`config.mk`:
```
export PLATFORM = sky130hd
export DESIGN_NAME = serial_adder
export DESIGN_NICKNAME = d
export VERILOG_FILES = /design/src/rtl/serial_adder_pkg.sv /design/src/rtl/serial_adder_fa.sv /design/src/rtl/serial_adder.sv
export SDC_FILE = /design/constraint.sdc
export NUM_CORES = 1
export LEC_CHECK = 0
export CAP_MARGIN = 30
export CORE_ASPECT_RATIO = 0.9
export CORE_MARGIN = 2
export CORE_UTILIZATION = 43
export DETAILED_ROUTE_END_ITERATION = 10
export PLACE_DENSITY = 0.72
export SYNTH_ARGS = -nofsm -noshare
export SYNTH_HDL_FRONTEND = slang
export SYNTH_SLANG_ARGS = --single-unit
export TNS_END_PERCENT = 50
```
`constraint.sdc`:
```
create_clock -name clk -period 1.85 [get_ports clk]
set_input_delay 0.555 -clock clk [delete_from_list [all_inputs] [get_ports clk]]
set_output_delay 0.555 -clock clk [all_outputs]
set_load 0.005 [all_outputs]
```
`src/rtl/serial_adder_pkg.sv`:
```
// Shared types and defaults for the bit-serial adder.
package serial_adder_pkg;

  localparam int DEF_WIDTH = 8;

  typedef enum logic [1:0] {
    IDLE = 2'd0,
    RUN  = 2'd1,
    DONE = 2'd2
  } state_e;

endpackage

```
`src/rtl/serial_adder_fa.sv`:
```
// One-bit full adder used as the serial adder's bit slice.
module fullAdder (
  input  logic A,
  input  logic B,
  input  logic Cin,
  output logic S,
  output logic Cout
);

  assign S    = A ^ B ^ Cin;
  assign Cout = (A & B) | (Cin & (A ^ B));

endmodule

```
`src/rtl/serial_adder.sv`:
```
// Bit-serial adder: one full-adder slice, LSB first,
// WIDTH cycles of RUN followed by a one-cycle DONE.
module serial_adder
  import serial_adder_pkg::*;
#(
  parameter int WIDTH = DEF_WIDTH
) (
  input  logic             clk,
  input  logic             rst_n,
  input  logic             start,
  input  logic [WIDTH-1:0] A,
  input  logic [WIDTH-1:0] B,
  input  logic             Cin,
  output logic             busy,
  output logic             done,
  output logic [WIDTH-1:0] S,
  output logic             Cout
);

  localparam int CW = $clog2(WIDTH);
  localparam logic [CW-1:0] LAST = CW'(WIDTH - 1);

  state_e           state_q, state_d;
  logic [WIDTH-1:0] a_q, a_d;
  logic [WIDTH-1:0] b_q, b_d;
  logic [WIDTH-1:0] s_q, s_d;
  logic [CW-1:0]    cnt_q, cnt_d;
  logic             c_q, c_d;
  logic             cout_q, cout_d;
  logic             busy_q, busy_d;
  logic             done_q, done_d;
  logic             fa_s, fa_c;

  fullAdder u_fa (
    .A    (a_q[0]),
    .B    (b_q[0]),
    .Cin  (c_q),
    .S    (fa_s),
    .Cout (fa_c)
  );

  always_comb begin
    state_d = state_q;
    a_d     = a_q;
    b_d     = b_q;
    s_d     = s_q;
    cnt_d   = cnt_q;
    c_d     = c_q;
    cout_d  = cout_q;
    unique case (state_q)
      IDLE: begin
        if (start) begin
          state_d = RUN;
          a_d     = A;
          b_d     = B;
          c_d     = Cin;
          cnt_d   = '0;
          s_d     = '0;
        end
      end
      RUN: begin
        // Sum enters at the MSB so bit 0 lands in S[0] last.
        s_d   = {fa_s, s_q[WIDTH-1:1]};
        c_d   = fa_c;
        a_d   = a_q >> 1;
        b_d   = b_q >> 1;
        cnt_d = cnt_q + CW'(1);
        if (cnt_q == LAST) begin
          state_d = DONE;
          cout_d  = fa_c;
        end
      end
      DONE:    state_d = IDLE;
      default: state_d = IDLE;
    endcase
    busy_d = (state_d != IDLE);
    done_d = (state_d == DONE);
  end

  always_ff @(posedge clk or negedge rst_n) begin
    if (!rst_n) begin
      state_q <= IDLE;
      a_q     <= '0;
      b_q     <= '0;
      s_q     <= '0;
      cnt_q   <= '0;
      c_q     <= 1'b0;
      cout_q  <= 1'b0;
      busy_q  <= 1'b0;
      done_q  <= 1'b0;
    end else begin
      state_q <= state_d;
      a_q     <= a_d;
      b_q     <= b_d;
      s_q     <= s_d;
      cnt_q   <= cnt_d;
      c_q     <= c_d;
      cout_q  <= cout_d;
      busy_q  <= busy_d;
      done_q  <= done_d;
    end
  end

  assign busy = busy_q;
  assign done = done_q;
  assign S    = s_q;
  assign Cout = cout_q;

endmodule

```
After elaboration in Yosys (flattened, before gate mapping)
Index checks and enable logic that the tools add are counted.
W data, S select, Z words.
{ "totals": {"register_bits": 33, "in_bits": 20, "elab_cells": 37} }
{ "classes": {"muxes": 13, "reduce_logical": 5, "bitwise": 5, "add_sub_neg": 1, "n_eq_ne": 4} }
{ "op_table": {"columns": ["operator", "n"], "rows": [
  ["$pmux W8 S2", 3],
  ["$mux W8", 3],
  ["$pmux W3 S2", 1],
  ["$mux W2", 2],
  ["$pmux W2 S2", 1],
  ["$reduce_and A2 Y1", 2],
  ["$reduce_bool A2 Y1", 2],
  ["$add A3 B1 Y3 const B", 1],
  ["$eq A3 B3 Y1 const B", 1],
  ["$mux W3", 1],
  ["$and A1 B1 Y1", 2],
  ["$eq A2 B1 Y1 const B", 1],
  ["$eq A2 B2 Y1 const B", 1],
  ["$logic_not A2 Y1", 1],
  ["$ne A2 B2 Y1 const B", 1],
  ["$pmux W1 S2", 1],
  ["$xor A1 B1 Y1", 2],
  ["$mux W1", 1],
  ["$or A1 B1 Y1", 1]
]} }

Logic depth before layout (Yosys ltp)
Gate-level depths: netlist of the first run.
{ "depth": {"word_depth": 4, "ltp_mapped": 5, "mapped_depth_nobuf": 4} }

Cells and area by module
Synthesis of the first run repeated with hierarchy kept, for this count alone.
{ "unflattened": {"hier_cells": 124, "hier_area_um2": 1465.2} }
{ "modules_own_cells": {"columns": ["mod", "cells_per_inst", "area_per_inst_um2", "instances", "seq_area_each_um2"], "rows": [
  ["serial_adder", 123, 1445.1, 1, 825.8],
  ["fullAdder", 1, 20.0, 1, 0.0]
]} }

Worst setup path after synthesis of the first run
No wires, ideal clock.
{ "synth_path": {"path_kind": "in2reg", "startpoint": "input port start", "endpoint": "register a_q[0]", "setup_slack_ns": 0.514, "t_arrival_ns": 1.187, "cell_stages": 3, "n_path_buf": 1, "setup_ns": 0.149, "path_cell_list": "o21bai_2 -> clkbuf_1 -> a222oi_1"} }
{ "synth_between": {"elab_chain_len": 2} }
{ "synth_rtl": {"columns": ["item", "line", "source"], "rows": [
  ["from (decl)", "serial_adder.sv:10", "input logic start,"],
  ["$ne A2 B2 Y1 (no line)", null, null],
  ["$reduce_and A2 Y1 (no line)", null, null],
  ["to (signal assigned)", "serial_adder.sv:83", "a_q <= '0;"],
  ["to (signal assigned)", "serial_adder.sv:93", "a_q <= a_d;"],
  ["to (decl)", "serial_adder.sv:24", "logic [WIDTH-1:0] a_q, a_d;"]
]} }
Every way passes these cells.
A chain may end at the register's enable or synchronous reset.

Worst setup path after layout of the first run
{ "layout_path": {"startpoint": "register s_q[1] (netlist: S[1])", "endpoint": "output port S[1]"} }
{ "layout_lines": {"columns": ["item", "line", "source"], "rows": [
  ["from (decl)", "serial_adder.sv:26", "logic [WIDTH-1:0] s_q, s_d;"],
  ["from (signal assigned)", "serial_adder.sv:85", "s_q <= '0;"],
  ["from (signal assigned)", "serial_adder.sv:95", "s_q <= s_d;"],
  ["to (decl)", "serial_adder.sv:16", "output logic [WIDTH-1:0] S,"]
]} }
No word-level cell between the ends.

==> results.cfg, run 1 <==
[placement]
dpl_worst_slack_ns = -0.3896
portBuffers = 30
place_congestion = 0.7207
dp_hpwl_mm = 1.950

[sta]
tightest_slew_ns = 0.6366
slew_viol_final = 0
rsz0062_at_grt = false
min_period_over_period_pct = 94.36
setup_tns_ns = 0
fmax_mhz = 572.8
setup_viol = 0
relSlewSlack_pct = 57.37
timing.final.crit_period_ns = 1.746
fin_ws_ns = 0.1043
hold_viol = 0
clock_skew_ns = 0.008005

[global_route]
busiest_layer = met2
grt.overflow.total = 0
grt_util_met2_pct = 27.69
grt_use_met3_pct = 5.354
grt_pass1_wl_mm = 5.030
antenna_found_initial = 0
grt_pass1_vias = 1051
grt_util_met1_pct = 23.83
grt_max_degree = 34
grt_usage_pct = 17.78

[critical_path]
cp-end-kind = output port
worst-path-max-fanout = 3
startpoint_type = flip-flop
crit_required_ns = 1.29
path_buf_inv = 1
cp.depth = 1
startpoint = S[1]
critPathArrivalTime_ns = 1.19
path_delay_family = buffers and inverters
rr_endpoint = b_q[1]
r2r-start = state_q[0]
crit_path_cell_trace = clkdlybuf4s50_1
max_stage_delay_ns = 0.53
reg2regPathDepth = 2
r2r_setup_slack_ns = 0.35
crit_slowest_cell = clkdlybuf4s50_1
setup.worst_path.end = S[1]
crit_type = flip-flop to output port

[routing]
vias = 1066
drtAntennaViolNets = 0
wirelength_mm = 3.000
wl_per_cell_um = 15.31
vias_per_cell = 5.439
drt-pass1-iter-count = 7
drc = 0
drt_iter0_drc = 113

[floorplanning]
initial_core_util_pct = 46.20
rows = 19
die_x_um = 64.98
die_area_mm2 = 0.003826
die_y_um = 58.88
core_mm2 = 0.003114
ios = 31

[clocking]
cts_buffer_depth = 2
ctsResizeCount = 1
cts-root-buf = clkbuf_8
ctsHoldBuffers = 0
clock_sinks = 33
clock_latency_ns = 0.28
h-tree-depth = 2
path_clk_slew_ns = 0.07
cts_tree = done
post-cts-setup-buffers = 0
cts_buffers = 5

[yosys]
synth-seq-area-share_pct = 57.39
synth_area_per_cell_um2 = 11.89
synth_edf_count = 0
async_flop_share_pct = 100.0
yosysWarningCount = 0
synth_nets = 144
synth_cell_types = 20
synth_seq_cells = 33
netlist_area_mm2 = 0.001439
synthFlopType = dfrtp_1
synth_cells = 121

[pwr]
leakage_nw = 0.8865
ir_worst_vdd_mv = 1.149
power_mw = 3.197
p_per_area_mw_per_mm2 = 1682

[run]
max-cap-violations = 0

[final_layout]
fin_util_pct = 61.03
num_antenna_cells = 0
synthToLayoutAreaGrowth_pct = 32.09
layout-drive-gt1-share_pct = 11.69
nNetsFinal = 176
final_cell_mix = 33 x dfrtp_1, 30 x clkdlybuf4s50_1, 20 x inv_1
final_common_cell = dfrtp_1

[min_path]
hold_path.class = flip-flop to flip-flop

[status]
status = finished, final reports clean
-- logic make-up (layout without fill, tap and decap cells) --
group	Yosys count	in the layout	share of synthesized area, %
DFF	33	33	57.39
muxes	2	2	1.478
AOI/OAI and AO/OA	29	29	19.22
and+or+nand+nor	24	24	9.043
buffers and inverters	30	63	9.739
adders and majority gates	3	3	3.130
-- power by group --
group          switching [mW]  total (mW)  internal (mW)  leakage [nW]
Sequential              0.179        1.22           1.04         0.398
Combinational           0.535        1.18          0.645         0.420
Clock                   0.258       0.793          0.535        0.0681
Total                   0.972        3.20           2.22         0.887
-- synthesized netlist by cell type, types with 2 or more instances --
cell type / n / area, um2
nand4bb_1: 2 / 22.52
buf_6: 3 / 33.78
buf_2: 4 / 20.02
nor2_1: 15 / 56.30
o311ai_0: 2 / 17.52
and3b_1: 2 / 17.52
clkbuf_1: 3 / 11.26
ha_1: 2 / 25.02
inv_1: 20 / 75.07
dfrtp_1: 33 / 825.8
nand2_1: 2 / 7.510
a222oi_1: 15 / 150.1
a22o_1: 10 / 87.58
nor2b_1: 2 / 12.51
-- flip-flops by register name, summed over array words and instances (netlist names) --
register and cells:
done 1, Cout 1, state_q 2, c_q 1, b_q 8, cnt_q 3, S 8, a_q 8
busy 1
-- per-stage QoR --
stage	cell area, um2	cells	hold slack, ns
3_5_place_dp	1764	188	0.4888
2_1_floorplan	1439	121	0.2594
4_1_cts	1901	196	0.5135
5_1_grt	1901	196	0.5451
3_3_place_gp	1764	188	0.4845
6_report	1901	196	0.5107
-- routing by layer --
layer	up-vias	wire length, um	share of wire [%]
met3	5	201	6.7
met4	0	46	1.5
met5	-	0	0
li1	497	-	-
met1	527	1288	43
met2	37	1464	49
-- worst min path at each step --
stage,startpoint,cells past startpoint,slack (ns),to
global placement,a_q[7],2,0.48,a_q[7]
CTS,S[0],1,0.51,S[0]
global route,S[0],1,0.55,S[0]
floorplan,rst_n,0,0.26,Cout
finish,S[0],1,0.51,S[0]
detailed placement,S[0],1,0.49,S[0]
-- cell type report --
type,instances,area [um2]
clock buffer,5,68.82
clock inverter,3,65.06
fill,262,1214
inverter,20,75.07
multi-input combinational,58,475.5
sequential,33,825.8
tap,42,52.55
timing repair buffer,35,337.8
No activity file was read; power rests on OpenSTA's default activity.
==> inputs of run 2 (changes only) <==
--- a/config.mk
+++ b/config.mk
@@ -7,11 +7,11 @@
 export LEC_CHECK = 0
 export CAP_MARGIN = 30
 export CORE_ASPECT_RATIO = 0.9
-export CORE_MARGIN = 2
+export CORE_MARGIN = 1
 export CORE_UTILIZATION = 43
 export DETAILED_ROUTE_END_ITERATION = 10
-export PLACE_DENSITY = 0.72
+export DONT_BUFFER_PORTS = 1
+export PLACE_DENSITY = 0.61
 export SYNTH_ARGS = -nofsm -noshare
 export SYNTH_HDL_FRONTEND = slang
 export SYNTH_SLANG_ARGS = --single-unit
-export TNS_END_PERCENT = 50
==> run 2 against run 1 <==
Die area is 6.4% lower. Global-route usage decreased by 0.69 points. Core utilization down 10 points. Cell area fell by 17%. Final cell count down 15%. Non-clock buffer count fell by 30. Via count fell by 12%. Total power down 15%. Maximum frequency up 23%. Clock-buffer cell count increased by 2. Combinational power down 21%. Worst setup slack improved by 0.33 ns. Critical endpoint is now a_q[1].
==> results.cfg, run 2 (synthesized netlist as in run 1, its figures left out) <==
[global_route]
busiest_layer = met2
grt_pass1_wl_mm = 4.643
grt_util_met1_pct = 22.06
grt_pass1_vias = 1017
grt_usage_pct = 17.09
grt_max_degree = 34
grt_use_met3_pct = 5.894
antenna_found_initial = 0
grt_util_met2_pct = 27.50
grt.overflow.total = 0

[critical_path]
crit_type = flip-flop to flip-flop
cp.depth = 3
reg2regPathDepth = 3
startpoint_type = flip-flop
path_buf_inv = 1
rr_endpoint = a_q[1]
max_stage_delay_ns = 0.52
r2r-start = state_q[0]
path_delay_family = simple AND/OR/NAND/NOR gates
cp-end-kind = flip-flop
worst-path-max-fanout = 26
crit_required_ns = 1.96
r2r_setup_slack_ns = 0.43
critPathArrivalTime_ns = 1.53
crit_slowest_cell = nor2b_4
crit_path_cell_trace = buf_4, nor2b_4, a222oi_1

[final_layout]
fillCellCount = 288
fin_util_pct = 50.66
nNetsFinal = 146
final_common_cell = dfrtp_1
layout-drive-gt1-share_pct = 13.71
final_cell_mix = 33 x dfrtp_1, 20 x inv_1, 15 x nor2_1, 15 x a222oi_1, 10 x a22o_1
synthToLayoutAreaGrowth_pct = 9.652
num_antenna_cells = 0

[min_path]
hold_path.class = primary input to async pin

[floorplanning]
rows = 19
core_mm2 = 0.003114
die_x_um = 62.98
die_area_mm2 = 0.003582
ios = 31
die_y_um = 56.88
initial_core_util_pct = 46.20

[sta]
timing.hold.ws_ns = 0.1084
timing.final.crit_period_ns = 1.419
setup_tns_ns = 0
clock_skew_ns = 0.005562
slew_viol_final = 0
tightest_slew_ns = 0.5781
hold_viol = 0
fmax_mhz = 704.7
relSlewSlack_pct = 61.38
setup_viol = 0
fin_ws_ns = 0.4309
rsz0062_at_grt = false
min_period_over_period_pct = 76.71

[clocking]
post-cts-setup-buffers = 0
cts_buffers = 5
h-tree-depth = 2
cts-root-buf = clkbuf_8
path_clk_slew_ns = 0.07
clock_sinks = 33
ctsHoldBuffers = 1
cts_buffer_depth = 2
cts_tree = done
ctsResizeCount = 0
clock_latency_ns = 0.27

[routing]
wl_per_cell_um = 15.90
drc = 0
drt_iter0_drc = 127
drt-pass1-iter-count = 5
drtAntennaViolNets = 0
wirelength_mm = 2.639
vias = 943
vias_per_cell = 5.681

[placement]
place_congestion = 0.6753
dp_hpwl_mm = 1.783
portBuffers = 0
dpl_worst_slack_ns = 0.3187

[pwr]
p_per_area_mw_per_mm2 = 1729
leakage_nw = 0.7613
ir_worst_vdd_mv = 0.7427

[run]
max-cap-violations = 0

[status]
status = finished, final reports clean
==> run 2: changes by cell type in the layout (fill, tap and decap cells not counted), sizes merged <==
cell | before | now
clkdlybuf4s50 | 30 | 0
clkbuf | 5 | 7
bufinv | 2 | 0
==> run 2: worst max path at each step <==
stage	endpoint	slack, ns	start
4_1_cts	a_q[1]	0.43	state_q[1]
5_1_grt	a_q[1]	0.33	state_q[1]
6_report	a_q[1]	0.43	state_q[0]
3_3_place_gp	a_q[4]	0.09	start
3_5_place_dp	c_q	0.32	start
2_1_floorplan	a_q[0]	0.51	start
==> run 2: metrics by stage <==
stage / std cells / power [mW] / area (um2)
after floorplan: 121 / 2.009 / 1439
after global placement: 156 / 2.102 / 1449
after detailed placement: 157 / 2.150 / 1456
after CTS: 166 / 2.756 / 1578
after global routing: 166 / 2.947 / 1578
final: 166 / 2.728 / 1578
==> run 2: layer usage <==
layer  share of wire (%)  routed length [um]
met5                   0                   0
met4                0.49                  13
met3                 8.3                 219
met2                  47                1248
met1                  44                1157
==> run 2: final cells by class <==
| cell class | count | area [um2] | share of cell area (%) |
|---|---|---|---|
| Tap cell | 42 | 52.55 | 3.331 |
| Multi-Input combinational cell | 58 | 473.0 | 29.98 |
| Inverter | 20 | 75.07 | 4.758 |
| Clock buffer | 7 | 96.34 | 6.106 |
| Timing Repair Buffer | 5 | 50.05 | 3.172 |
| Clock inverter | 1 | 5.005 | 0.3172 |
| Sequential cell | 33 | 825.8 | 52.34 |
==> run 2: power breakdown <==
part           switching, mW  internal (mW)
sequential             0.169           1.04
combinational          0.481          0.455
clock                  0.243          0.336
total                  0.893           1.84
==> inputs of run 3 (changes only) <==
--- a/config.mk
+++ b/config.mk
@@ -11,7 +11,7 @@
 export CORE_UTILIZATION = 43
 export DETAILED_ROUTE_END_ITERATION = 10
 export DONT_BUFFER_PORTS = 1
-export PLACE_DENSITY = 0.61
+export PLACE_DENSITY = 0.63
 export SYNTH_ARGS = -nofsm -noshare
 export SYNTH_HDL_FRONTEND = slang
 export SYNTH_SLANG_ARGS = --single-unit
==> constraint.sdc (replaced) <==
create_clock -name clk -period 1.3 [get_ports clk]
set_input_delay 0.39 -clock clk [delete_from_list [all_inputs] [get_ports clk]]
set_output_delay 0.39 -clock clk [all_outputs]
set_load 0.005 [all_outputs]
==> run 3 against run 2 <==
Clock power up 30%. Register-to-register slack worse by 0.39 ns. Cell area grew 3.6%. Via count is 3.6% higher. Flip-flop and latch count unchanged. Final cell count rose by 3.6%. Sequential share of layout area shrank 1.7 points. First-iteration DRC count shrank 45%. Largest cell class unchanged.
==> results.cfg, run 3 (synthesized netlist as in run 1, its figures left out) <==
[routing]
wl_met2_mm = 1.284
route.met3.wl_um = 168
wirelength_mm = 2.709
wl_per_cell_um = 15.75
drc = 0
vias = 977
met1Wirelength_mm = 1.219
drt_iter0_drc = 70
topRoutingLayerUsed = met4
drtAntennaViolNets = 0
vias_per_cell = 5.680
drt-pass1-iter-count = 5

[sta]
setup_viol = 0
slew_viol_final = 0
clock_skew_ns = 0.006609
tightest_slew_ns = 0.2907
hold_viol = 0
rsz0062_at_grt = true
relSlewSlack_pct = 80.37
fmax_mhz = 791.5
timing.final.crit_period_ns = 1.263
min_period_over_period_pct = 97.19

[clocking]
clock_sinks = 33
h-tree-depth = 2
clock_latency_ns = 0.29
cts_buffer_depth = 2
cts_tree = done
path_clk_slew_ns = 0.07
cts-root-buf = clkbuf_8
cts_buffers = 5

[global_route]
grt_usage_pct = 18.20
antenna_found_initial = 0
grt_max_degree = 34
grt_pass1_wl_mm = 4.816
grt_pass1_vias = 1038
grt.overflow.total = 0

[critical_path]
crit_required_ns = 1.47
r2r_setup_slack_ns = 0.04
worst-path-max-fanout = 2
cp-end-kind = flip-flop
r2r-start = a_q[0]
rr_endpoint = S[7]
startpoint_type = flip-flop
critPathArrivalTime_ns = 1.44
crit_type = flip-flop to flip-flop
reg2regPathDepth = 4

[min_path]
hold_path.class = primary input to flip-flop
whs_path_depth = 1
min-delay-start = start
hold_end = a_q[7]

[pwr]
power_mw = 3.974
p_per_area_mw_per_mm2 = 2432
ir_worst_vdd_mv = 0.9079
leakage_nw = 0.7802

[floorplanning]
ios = 31
die_x_um = 62.98
die_area_mm2 = 0.003582
initial_core_util_pct = 46.20
core_mm2 = 0.003114
die_y_um = 56.88
rows = 19

[status]
status = finished, final reports clean

[placement]
dp_hpwl_mm = 1.822
place_congestion = 0.6865
placed_cells = 161
portBuffers = 0

[final_layout]
fin_util_pct = 52.47
num_antenna_cells = 0
fin_cells = 172
final_cell_mix = 32 x dfrtp_1, 18 x inv_1, 15 x nor2_1, 15 x a222oi_1, 10 x a22o_1
final_common_cell = dfrtp_1
layout-drive-gt1-share_pct = 20.00
nNetsFinal = 152
synthToLayoutAreaGrowth_pct = 13.57
fillCellCount = 261

[run]
max-cap-violations = 0
==> run 3: cell type report <==
class | instances | area, um2 | area share (%)
multi-input combinational | 58 | 483.0 | 29.56
timing repair buffer | 11 | 110.1 | 6.738
inverter | 20 | 75.07 | 4.594
clock buffer | 5 | 68.82 | 4.211
tap | 42 | 52.55 | 3.216
sequential | 33 | 827.0 | 50.61
clock inverter | 3 | 17.52 | 1.072
==> run 3: how the worst max path moves through the flow <==
stage,start,endpoint,slack (ns)
after floorplan,state_q[0],a_q[0],0.05
after global placement,c_q,S[7],0.07
after detailed placement,c_q,c_q,-0.003
after CTS,c_q,c_q,0.008
after global routing,a_q[0],c_q,-0.03
final,a_q[0],S[7],0.04
==> run 3: what timing repair did <==
action	CTS	global route
pin swaps	1	3
hold endpoints to repair	33	0
setup buffers	0	1
resized for setup	1	4
endpoints found under the setup margin	1	5
hold buffers	2	0
==> run 3: per-stage QoR <==
stage	cell area [um2]	worst slack [ns]	setup TNS [ns]	hold WS (ns)
floorplan	1439	0.05311	0	0.09441
global placement	1499	0.06819	0	0.09525
detailed placement	1499	-0.002805	-0.002805	0.09517
CTS	1618	0.007906	0	0.2673
global route	1634	-0.03145	-0.05702	0.2536
finish	1634	0.03653	0	0.2711
==> run 3: metal layers <==
layer / vias up / GRT usage, %
met1: 492 / 22.35
met3: 4 / 6.911
met4: 0 / 8.970
met5: - / 0
li1: 448 / -
met2: 33 / 27.96
==> run 3: report_power, final <==
part	internal, mW	switching, mW
registers	1.49	0.268
clock network	0.369	0.382
logic	0.770	0.696
total	2.63	1.35
==> run 3: critical path: stages (launching register included) <==
cell	delay [ns]
dfrtp_1	0.34
inv_2	0.05
fa_2	0.54
inv_1	0.04
a22o_1	0.19
